$ cat config.mk
export PLATFORM = sky130hd
export DESIGN_NAME = stream_comparator
export DESIGN_NICKNAME = d
export VERILOG_FILES = /design/src/rtl/stream_comparator.sv
export SDC_FILE = /design/constraint.sdc
export NUM_CORES = 1
export LEC_CHECK = 0
export CAP_MARGIN = 10
export CORE_UTILIZATION = 33
export CTS_BUF_LIST = sky130_fd_sc_hd__clkbuf_4
export DETAILED_ROUTE_END_ITERATION = 6
export HOLD_SLACK_MARGIN = 0.15
export PLACE_DENSITY = 0.57
export SYNTH_ARGS = -nofsm -noshare
export SYNTH_HDL_FRONTEND = slang
export SYNTH_SLANG_ARGS = --single-unit
export TNS_END_PERCENT = 100
$ cat constraint.sdc
create_clock -name clk -period 2.75 [get_ports clk]
set_clock_uncertainty 0.2 [all_clocks]
set_input_delay 0.55 -clock clk [delete_from_list [all_inputs] [get_ports clk]]
set_output_delay 0.55 -clock clk [all_outputs]
set_load 0.03 [all_outputs]
$ cat src/rtl/stream_comparator.sv
// stream_comparator: two per-side FIFOs popped pairwise in lockstep, with saturating match/mismatch counters
// and sticky flags. Define STREAM_CMP_CAPTURE_EN to add first-mismatch capture outputs (first_a/first_b/first_idx).
module stream_comparator #(
  parameter int WIDTH = 8,
  parameter int DEPTH = 4,
  parameter int CNT_W = 16,
  parameter int DEDUP = 1
) (
  input  logic             clk,
  input  logic             rst,
  input  logic             clear,
  input  logic [WIDTH-1:0] a_data,
  input  logic             a_valid,
  output logic             a_ready,
  input  logic [WIDTH-1:0] b_data,
  input  logic             b_valid,
  output logic             b_ready,
  output logic             cmp_valid,
  output logic             cmp_match,
  output logic [CNT_W-1:0] match_count,
  output logic [CNT_W-1:0] mismatch_count,
  output logic             mismatch,
  output logic             overflow_a,
  output logic             overflow_b
`ifdef STREAM_CMP_CAPTURE_EN
  ,
  output logic [WIDTH-1:0] first_a,
  output logic [WIDTH-1:0] first_b,
  output logic [CNT_W-1:0] first_idx
`endif
);

  // Handshake: a value is taken at a rising edge when *_valid=1 and *_ready=1. *_ready is a function of
  // registered occupancy only. *_valid with *_ready=0 never stalls: the value is dropped and overflow_* is set.

  localparam int AW = $clog2(DEPTH);
  localparam int PW = AW + 1;
  localparam logic [CNT_W-1:0] CNT_MAX = '1;

  logic [WIDTH-1:0] mem_a_q [DEPTH];
  logic [WIDTH-1:0] mem_b_q [DEPTH];

  logic [PW-1:0]    wr_a_q, wr_a_d, rd_a_q, rd_a_d;
  logic [PW-1:0]    wr_b_q, wr_b_d, rd_b_q, rd_b_d;
  logic [WIDTH-1:0] hist_a_q, hist_a_d, hist_b_q, hist_b_d;
  logic             hist_a_vld_q, hist_a_vld_d, hist_b_vld_q, hist_b_vld_d;
  logic             cmp_valid_q, cmp_valid_d, cmp_match_q, cmp_match_d;
  logic [CNT_W-1:0] match_cnt_q, match_cnt_d, mism_cnt_q, mism_cnt_d;
  logic             mism_q, mism_d, ovf_a_q, ovf_a_d, ovf_b_q, ovf_b_d;

  logic             flush;
  logic             empty_a, empty_b, full_a, full_b;
  logic             dup_a, dup_b, push_a, push_b, pop, same;
  logic [WIDTH-1:0] head_a, head_b;

  assign flush   = rst | clear;
  assign empty_a = (wr_a_q == rd_a_q);
  assign empty_b = (wr_b_q == rd_b_q);
  assign full_a  = (wr_a_q[AW] != rd_a_q[AW]) && (wr_a_q[AW-1:0] == rd_a_q[AW-1:0]);
  assign full_b  = (wr_b_q[AW] != rd_b_q[AW]) && (wr_b_q[AW-1:0] == rd_b_q[AW-1:0]);
  assign head_a  = mem_a_q[rd_a_q[AW-1:0]];
  assign head_b  = mem_b_q[rd_b_q[AW-1:0]];
  assign pop     = !empty_a && !empty_b;
  assign same    = (head_a == head_b);

  // A repeat of the last accepted value is swallowed before the full check, so it never flags overflow.
  assign dup_a  = (DEDUP != 0) && hist_a_vld_q && (a_data == hist_a_q);
  assign dup_b  = (DEDUP != 0) && hist_b_vld_q && (b_data == hist_b_q);
  assign push_a = a_valid && !dup_a && !full_a;
  assign push_b = b_valid && !dup_b && !full_b;

  always_comb begin
    wr_a_d       = wr_a_q;
    rd_a_d       = rd_a_q;
    wr_b_d       = wr_b_q;
    rd_b_d       = rd_b_q;
    hist_a_d     = hist_a_q;
    hist_a_vld_d = hist_a_vld_q;
    hist_b_d     = hist_b_q;
    hist_b_vld_d = hist_b_vld_q;
    cmp_valid_d  = pop;
    cmp_match_d  = cmp_match_q;
    match_cnt_d  = match_cnt_q;
    mism_cnt_d   = mism_cnt_q;
    mism_d       = mism_q;
    ovf_a_d      = ovf_a_q;
    ovf_b_d      = ovf_b_q;

    if (push_a) begin
      wr_a_d       = wr_a_q + PW'(1);
      hist_a_d     = a_data;
      hist_a_vld_d = 1'b1;
    end
    if (push_b) begin
      wr_b_d       = wr_b_q + PW'(1);
      hist_b_d     = b_data;
      hist_b_vld_d = 1'b1;
    end
    if (a_valid && !dup_a && full_a) ovf_a_d = 1'b1;
    if (b_valid && !dup_b && full_b) ovf_b_d = 1'b1;

    if (pop) begin
      rd_a_d      = rd_a_q + PW'(1);
      rd_b_d      = rd_b_q + PW'(1);
      cmp_match_d = same;
      if (same) begin
        if (match_cnt_q != CNT_MAX) match_cnt_d = match_cnt_q + CNT_W'(1);
      end else begin
        if (mism_cnt_q != CNT_MAX) mism_cnt_d = mism_cnt_q + CNT_W'(1);
        mism_d = 1'b1;
      end
    end
  end

  always_ff @(posedge clk) begin
    if (flush) begin
      wr_a_q       <= '0;
      rd_a_q       <= '0;
      wr_b_q       <= '0;
      rd_b_q       <= '0;
      hist_a_q     <= '0;
      hist_a_vld_q <= 1'b0;
      hist_b_q     <= '0;
      hist_b_vld_q <= 1'b0;
      cmp_valid_q  <= 1'b0;
      cmp_match_q  <= 1'b0;
      match_cnt_q  <= '0;
      mism_cnt_q   <= '0;
      mism_q       <= 1'b0;
      ovf_a_q      <= 1'b0;
      ovf_b_q      <= 1'b0;
    end else begin
      wr_a_q       <= wr_a_d;
      rd_a_q       <= rd_a_d;
      wr_b_q       <= wr_b_d;
      rd_b_q       <= rd_b_d;
      hist_a_q     <= hist_a_d;
      hist_a_vld_q <= hist_a_vld_d;
      hist_b_q     <= hist_b_d;
      hist_b_vld_q <= hist_b_vld_d;
      cmp_valid_q  <= cmp_valid_d;
      cmp_match_q  <= cmp_match_d;
      match_cnt_q  <= match_cnt_d;
      mism_cnt_q   <= mism_cnt_d;
      mism_q       <= mism_d;
      ovf_a_q      <= ovf_a_d;
      ovf_b_q      <= ovf_b_d;
    end
  end

  // Storage is not flushed; emptied pointers make stale contents unreachable.
  always_ff @(posedge clk) begin
    if (push_a) mem_a_q[wr_a_q[AW-1:0]] <= a_data;
    if (push_b) mem_b_q[wr_b_q[AW-1:0]] <= b_data;
  end

  assign a_ready        = !full_a;
  assign b_ready        = !full_b;
  assign cmp_valid      = cmp_valid_q;
  assign cmp_match      = cmp_match_q;
  assign match_count    = match_cnt_q;
  assign mismatch_count = mism_cnt_q;
  assign mismatch       = mism_q;
  assign overflow_a     = ovf_a_q;
  assign overflow_b     = ovf_b_q;

`ifdef STREAM_CMP_CAPTURE_EN
  logic [CNT_W-1:0] pair_cnt_q, pair_cnt_d, first_idx_q, first_idx_d;
  logic [WIDTH-1:0] first_a_q, first_a_d, first_b_q, first_b_d;

  // pair_cnt counts pairs compared so far, so it equals the index of the pair being compared now.
  always_comb begin
    pair_cnt_d  = pair_cnt_q;
    first_a_d   = first_a_q;
    first_b_d   = first_b_q;
    first_idx_d = first_idx_q;
    if (pop) begin
      if (pair_cnt_q != CNT_MAX) pair_cnt_d = pair_cnt_q + CNT_W'(1);
      if (!same && !mism_q) begin
        first_a_d   = head_a;
        first_b_d   = head_b;
        first_idx_d = pair_cnt_q;
      end
    end
  end

  always_ff @(posedge clk) begin
    if (flush) begin
      pair_cnt_q  <= '0;
      first_a_q   <= '0;
      first_b_q   <= '0;
      first_idx_q <= '0;
    end else begin
      pair_cnt_q  <= pair_cnt_d;
      first_a_q   <= first_a_d;
      first_b_q   <= first_b_d;
      first_idx_q <= first_idx_d;
    end
  end

  assign first_a   = first_a_q;
  assign first_b   = first_b_q;
  assign first_idx = first_idx_q;
`endif

endmodule

==> Word-level counts from Yosys, hierarchy flattened <==
Memories as Yosys holds them, arrays and structs flattened. A register that Yosys moved wholly into a read port is not among the register bits.
Index checks and enable logic that the tools add are counted.
{ "word_totals": {"ff_bits": 67, "latchBits": 0, "mem_bits_rw": 64, "romBits": 0, "in_bits": 21, "word_cells": 64, "mem_count": 2} }
{ "mem_list": {"columns": ["name", "depth", "word_bits", "rd", "rd_ports_with_merged_regs", "write_ports", "line", "source"], "rows": [
  ["mem_a_q", 4, 8, 1, 1, 1, "40", "logic [WIDTH-1:0] mem_a_q [DEPTH];"],
  ["mem_b_q", 4, 8, 1, 1, 1, "41", "logic [WIDTH-1:0] mem_b_q [DEPTH];"]
]} }
{ "op_classes": {"add_sub_neg": 6, "multipliers": 0, "n_div": 0, "magnitude_cmp": 0, "n_eq_ne": 11, "n_shift": 0, "mux": 8, "n_bitwise": 2, "n_reduce_logical": 20} }
{ "ops": {"columns": ["operator", "n"], "rows": [
  ["16-bit by 1-bit adder with 16-bit output (second input constant)", 2],
  ["16-bit != test (second input constant)", 2],
  ["8-bit == test", 3],
  ["3-bit by 1-bit adder with 3-bit output (second input constant)", 4],
  ["1-bit logical AND", 11],
  ["2-bit two-way mux", 4],
  ["3-bit == test", 2],
  ["1-bit zero test", 6],
  ["3-bit AND reduction", 2],
  ["2-bit == test", 2],
  ["1-bit two-way mux", 4],
  ["1-bit != test", 2],
  ["2-bit AND reduction", 1],
  ["1-bit NOT", 1],
  ["1-bit OR", 1]
]} }

==> Logic depth before layout (Yosys ltp) <==
Gate-level depths: netlist of run 1.
{ "depth": {"depth_word": 7, "ltp_mapped": 9, "mapped_depth_nobuf": 7} }

==> Worst setup path after synthesis of run 1 <==
No wires, ideal clock.
{ "synth_timing": {"path_type": "in2reg", "startpoint": "in a_data[0]", "endpoint": "mem mem_a_q[0][0], enable pin", "setup_time_ns": 0.297, "arrival_ns": 2.145, "t_required_ns": 2.253, "slack_ns": 0.107, "cell_stages": 5, "cell_sequence": "xnor2_1 -> nand3_1 -> o311ai_1 -> clkbuf_1 -> nor2_1"} }
{ "synth_between": {"elab_chain_cells": 7} }
{ "synth_rtl": {"columns": ["item", "line", "source"], "rows": [
  ["from (decl)", "12", "input logic [WIDTH-1:0] a_data,"],
  ["8-bit == test", "67", "assign dup_a = (DEDUP != 0) && hist_a_vld_q && (a_data == hist_a_q);"],
  ["1-bit logical AND", "67", null],
  ["1-bit zero test", "69", "assign push_a = a_valid && !dup_a && !full_a;"],
  ["1-bit logical AND (2 in a row)", "69", null],
  ["1-bit two-way mux", "153", "if (push_a) mem_a_q[wr_a_q[AW-1:0]] <= a_data;"],
  ["1-bit two-way mux (not written as such)", "153", null],
  ["to (decl)", "40", null]
]} }
No other way between the ends.

==> results of run 1 <==
## through the flow
step / cell area [um^2] / std cells / util
6_report: 7550 / 816 / 0.438
5_1_grt: 7550 / 816 / 0.438
4_1_cts: 7390 / 814 / 0.429
3_5_place_dp: 6910 / 772 / 0.401
3_3_place_gp: 6910 / 772 / 0.401
2_1_floorplan: 5810 / 476 / -
## sequential cells by signal, summed over array words and instances, names as in the netlist, named ones only
signal	flops
cmp_match	1
cmp_valid	1
hist_a_q	8
hist_a_vld_q	1
hist_b_q	8
hist_b_vld_q	1
match_count	16
mem_a_q	32
mem_b_q	32
mismatch	1
mismatch_count	16
overflow_a	1
overflow_b	1
rd_a_q	3
rd_b_q	3
wr_a_q	3
wr_b_q	3
## what timing repair did
item	in CTS	in global routing
cloned	2	1
setup endpoints to repair	29	34
gates resized for setup	29	38
pin swaps	17	18
buffers inserted	8	2
## logic make-up after synthesis
| logic type | after synthesis | share of synthesized area |
|---|---|---|
| buffers and inverters | 36 | 0.0291 |
| adders and majority gates | 12 | 0.0259 |
| DFF | 135 | 0.576 |
| and+or+nand+nor | 148 | 0.137 |
| muxes | 38 | 0.104 |
| xor gates and xnor gates | 39 | 0.0588 |
| AOI/OAI and AO/OA | 68 | 0.0694 |
## metal layers
layer,up-vias,wire length [um],share of wire
met5,-,0,0
met4,0,206,0.016
met3,17,533,0.043
met2,97,6010,0.48
li1,1958,-,-
met1,1939,5740,0.46
## cell type report
type	count	area share
Sequential cell	135	0.443
Multi-Input combinational cell	305	0.328
Timing Repair Buffer	104	0.144
Tap cell	225	0.0373
Clock inverter	15	0.0235
Clock buffer	17	0.0169
Inverter	15	0.00746
## synth_stat cells (6+ instances only)
cell	count	area (um^2)
a21oi_1	33	165
and3_1	9	56.3
clkbuf_1	13	48.8
dfxtp_1	71	1420
edfxtp_1	64	1920
ha_1	12	150
inv_1	15	56.3
mux2i_1	22	220
mux4_1	6	158
mux4_2	10	225
nand2_1	28	105
nand3_1	13	65.1
nand4_1	13	81.3
nor2_1	43	161
o21ai_0	12	60.1
o31ai_1	12	90.1
or3_1	14	87.6
or4_1	13	97.6
xnor2_1	23	201
xor2_1	16	140
## worst min-delay path: stages (launching register included)
cell and delay, ns:
dfxtp_1 0.31, inv_1 0.06, a21oi_1 0.05
## cells in the final DEF (no fill, tap or decap), drive strengths merged, types with 2 or more instances in the layout
| master | count |
|---|---|
| a21o | 2 |
| clkdlybuf4s15 | 2 |
| nand2 | 28 |
| clkinv | 6 |
| bufinv | 3 |
| and2 | 3 |
| o31ai | 12 |
| mux4 | 16 |
| o21a | 2 |
| dfxtp | 71 |
| a31oi | 2 |
| nor4 | 4 |
| and3 | 9 |
| mux2i | 22 |
| a21oi | 33 |
| ha | 12 |
| clkdlybuf4s50 | 57 |
| or4 | 13 |
| and4 | 2 |
| edfxtp | 64 |
| o21ai | 12 |
| nand3 | 13 |
| nor3 | 3 |
| xor2 | 16 |
| or3 | 14 |
| inv | 17 |
| o311ai | 2 |
| clkinvlp | 4 |
| clkbuf | 17 |
| nand4 | 14 |
| buf | 45 |
| nor2 | 43 |
| xnor2 | 23 |
## power breakdown
part           switching, uW  internal [uW]  leakage (uW)  total, uW
Combinational            133            126       0.00124        259
Sequential              14.1           2140       0.00116       2150
Clock                    761            632      0.000152       1390
Total                    908           2900       0.00255       3810
## worst max path at each step
stage	startpoint	end	slack [ns]	cells past startpoint
2_1_floorplan	a_data[0]	mem_a_q[0][0]	0.11	5
3_3_place_gp	a_data[1]	wr_a_q[2]	-0.1	8
3_5_place_dp	flop	match_count[8]	-0.15	8
4_1_cts	flop	mismatch_count[8]	-0.07	10
5_1_grt	flop	match_count[8]	-0.16	9
6_report	flop	match_count[8]	-0.06	9
==> results.toml, run 1 <==
[clocking]
htree_levels = 4
numCtsBuffers = 17
clock_path_buffers = 2
clk_latency_ns = 0.54
clock-root-buffer = "clkbuf_4"
hold_buffers = 0
clk_pin_slew_worst_paths_ns = 0.12
cts_tree = "yes"
cts.sinks = 135

[sta]
slew_headroom = 0.494
min_period_ns = 2.81
finalSetupViolCount = 12
setup_slack_ns = -0.0630
post-route-period-util = 1.02
tightest_slew_ns = 0.756
hold_viol = 0
drv_slew = 0
setup_tns_ns = -0.292
fmax_mhz = 355
hold_slack_ns = 0.264
rsz0062_at_grt = "true"

[yosys]
yosysSeqAreaShare = 0.576
synth-async-reset-ratio = 0
synth_cells = 476
avgSynthCellArea_um2 = 12.2
synthesis.area_um2 = 5810
yosysWarnings = 0
synth_cell_types = 39
synth-edff-count = 64
synth_nets = 509
synth_ff_type = "dfxtp_1"
ys_ff_latch = 135

[floorplanning]
start_util = 0.337
row_count = 48
die_y_um = 135
ios = 60
die_area_um2 = 18100
core_um2 = 17200
die_w_um = 135

[finish]
seqCellArea_um2 = 3350
fillerInstances = 1571
areaGrowthSynthToFinish_pct = 30.1
diodes = 0
finalNetCount = 611
drive_above_1_share = 0.228
multi_input_area_um2 = 2480

[placed_design]
dp_slack_ns = -0.154
globalplace.congestion = 0.767
hpwl_mm = 8.15
port_buffers = 59

[grt]
antenna_found_initial = 0
overflow = 0
grt-busiest-layer = "met2"
grtUsageTotal = 0.146
grtUsageMet3 = 0.0383
grt_pass1_vias = 4110
grt_use_met1 = 0.183
grt_pass1_wl_mm = 20.4
grt_max_degree = 64
met2_usage = 0.239

[pwr]
ir_worst_vdd_v = 0.000216
leakage_uw = 0.00255
total_power_uw = 3810
power_density_nw_per_um2 = 504

[critical_path]
cpPeakStageDelay_ns = 0.55
cp-start-kind = "flop"
arrival_ns = 3.08
worst-path-max-fanout = 8
cp_num_buf_inv = 3
worst_setup_path_end_kind = "flop"
r2r-end = "match_count[8]"
ff2ff_setup_slack_ns = -0.06
cpLargestDelayFamily = "simple AND/OR/NAND/NOR gates"
cp.required_ns = 3.01
cp_slowest_cell = "mux4_2"
critPathKind = "reg2reg"
path_cells = "buf_12 > mux4_2 > xor2_2 > nor4_4 > buf_4 > nand4_4 > buf_6 > or4_4 > a21oi_2"
reg2reg_depth = 9

[routing]
drtIter0Drc = 173
ant_nets = 0
vias_per_cell = 4.92
via_count = 4011
drc_errors = 0
drt-pass1-iter-count = 4
wl_mm = 12.5
avgRoutedWirePerCell_um = 15.3

[job]
maxCapViolCount = 0

[run_status]
status = "finished with violations"
violations = "negative setup slack"

[hold_path]
holdCritStartpoint = "hist_b_vld_q"
hold_class = "reg2reg"
holdPathEnd = "hist_b_vld_q"
min_path_cells = 2
Power figures use the tool's default switching activity.
==> inputs of run 2 (changes only) <==
CORE_MARGIN = 10   (was not set)
GPL_ROUTABILITY_DRIVEN = 0   (was not set)
TNS_END_PERCENT = 50   (was 100)
==> run 2 against run 1 <==
  * The flow still finishes with violations (negative setup slack)
  * Clock power shrank 17%
  * Highest routed layer unchanged
  * Sequential cell count unchanged
  * Combinational power hardly changed
  * Design area shrank 1.6%
  * Cell count decreased by 0.12%
  * Die area up 29%
==> results.toml, run 2 (synthesis results as in run 1) <==
[routing]
wl_mm = 13.1
ant_nets = 0
avgRoutedWirePerCell_um = 16.1
drt-pass1-iter-count = 4
vias_per_cell = 4.92
via_count = 4013
drtIter0Drc = 150
drc_errors = 0

[placed_design]
hpwl_mm = 8.81
port_buffers = 59

[grt]
antenna_found_initial = 0
grt_max_degree = 64
grt_pass1_vias = 4071
grtUsageTotal = 0.111
overflow = 0
grt_pass1_wl_mm = 21.2

[critical_path]
cp_slowest_cell = "mux4_2"
cpLargestDelayFamily = "simple AND/OR/NAND/NOR gates"
reg2reg_depth = 9
cp_num_buf_inv = 3
critPathKind = "reg2reg"
worst_setup_path_end_kind = "flop"
cp.required_ns = 3.00
worst-path-stages = 9
endpoint = "match_count[11]"
worst-path-max-fanout = 11
arrival_ns = 3.12
path_cells = "buf_12 > mux4_2 > xor2_2 > nor4_4 > nand4_4 > buf_4 > clkbuf_16 > or3_1 > a21oi_1"
ff2ff_setup_slack_ns = -0.12
r2r-end = "match_count[11]"
cp-start-kind = "flop"
cpPeakStageDelay_ns = 0.54

[finish]
drive_above_1_share = 0.195
fillerInstances = 1611
final_common_cell = "dfxtp_1"
areaGrowthSynthToFinish_pct = 28.1
diodes = 0
fin_util = 0.430
finalNetCount = 610
final_cell_mix = "dfxtp_1, edfxtp_1, clkdlybuf4s50_1, nor2_1, a21oi_1"

[sta]
min_period_ns = 2.87
fmax_mhz = 348
slew_headroom = 0.534
setup_slack_ns = -0.123
rsz0062_at_grt = "true"
hold_slack_ns = 0.252
drv_slew = 0
hold_viol = 0
tightest_slew_ns = 0.700
post-route-period-util = 1.04
finalSetupViolCount = 16

[pwr]
ir_worst_vdd_v = 0.000283
leakage_uw = 0.00254
power_density_nw_per_um2 = 479

[run_status]
status = "finished with violations"
violations = "negative setup slack"

[job]
maxCapViolCount = 0

[clocking]
clk_pin_slew_worst_paths_ns = 0.10
numCtsBuffers = 17
clk_latency_ns = 0.52
hold_buffers = 0
cts_tree = "yes"
clock_path_buffers = 2
htree_levels = 4
cts.sinks = 135
clock-root-buffer = "clkbuf_4"

[floorplanning]
start_util = 0.336
die_w_um = 153
core_um2 = 17300
row_count = 48
ios = 60
die_y_um = 153
die_area_um2 = 23300

[hold_path]
hold_class = "reg2reg"
[run 2: cell count changes in the layout (fill, tap and decap cells not counted), sizes merged]
cell and delta:
clkdlybuf4s15 -1, clkbuf +9, bufinv -2, clkinv +1
dlygate4sd2 +1, buf -3, clkinvlp -4, inv -2
[run 2: worst register-to-register path, delay by kind of cell (launching register included)]
kind	cells	cell delay [ns]
buffers and inverters	3	0.47
AND/OR/NAND/NOR	3	0.89
AO/OA/AOI/OAI	1	0.13
multiplexers	1	0.55
flip-flops	1	0.36
XOR/XNOR	1	0.21
[run 2: power by group]
part | internal [uW] | total [uW] | switching [uW]
logic | 127 | 258 | 131
registers | 2140 | 2150 | 15.1
clock network | 502 | 1150 | 648
total | 2770 | 3560 | 794
[run 2: area by class of cell]
class,instances,area [um^2],area share
Clock buffer,24,180,0.0242
Clock inverter,8,58.8,0.00791
Inverter,15,56.3,0.00757
Multi-Input combinational cell,305,2400,0.322
Sequential cell,135,3350,0.450
Tap cell,225,282,0.0379
Timing Repair Buffer,103,1110,0.150
[run 2: worst min-delay path by stage]
stage | to | cells past startpoint | from
after global routing | hist_a_vld_q | 2 | hist_a_vld_q
after CTS | hist_a_vld_q | 2 | hist_a_vld_q
final | hist_a_vld_q | 2 | hist_a_vld_q
after global placement | hist_a_vld_q | 2 | hist_a_vld_q
after detailed placement | hist_a_vld_q | 2 | hist_a_vld_q
after floorplan | hist_a_vld_q | 2 | hist_a_vld_q
[run 2: what timing repair did]
item                                    4_1_cts  5_1_grt
gates cloned                                  1        2
pin swaps                                    20       11
setup buffers                                 3        3
endpoints found under the setup margin       29       35
resized for setup                            25       17
[run 2: through the flow]
step	std cells	total power (uW)	setup WS (ns)	setup TNS, ns	area, um^2
2_1_floorplan	476	2330	0.107	0	5810
3_3_place_gp	774	2440	-0.0559	-0.386	6960
3_5_place_dp	774	2450	-0.122	-1.34	6960
4_1_cts	810	3620	-0.0878	-0.804	7310
5_1_grt	815	3730	-0.249	-4.10	7430
6_report	815	3560	-0.123	-0.957	7430
[run 2: per-layer routing]
metal,vias to the layer above,track usage,routed length (um)
met5,-,0,0
met4,0,0.0359,153
met3,13,0.0406,706
met2,95,0.178,6310
met1,1953,0.137,5920
li1,1952,-,-
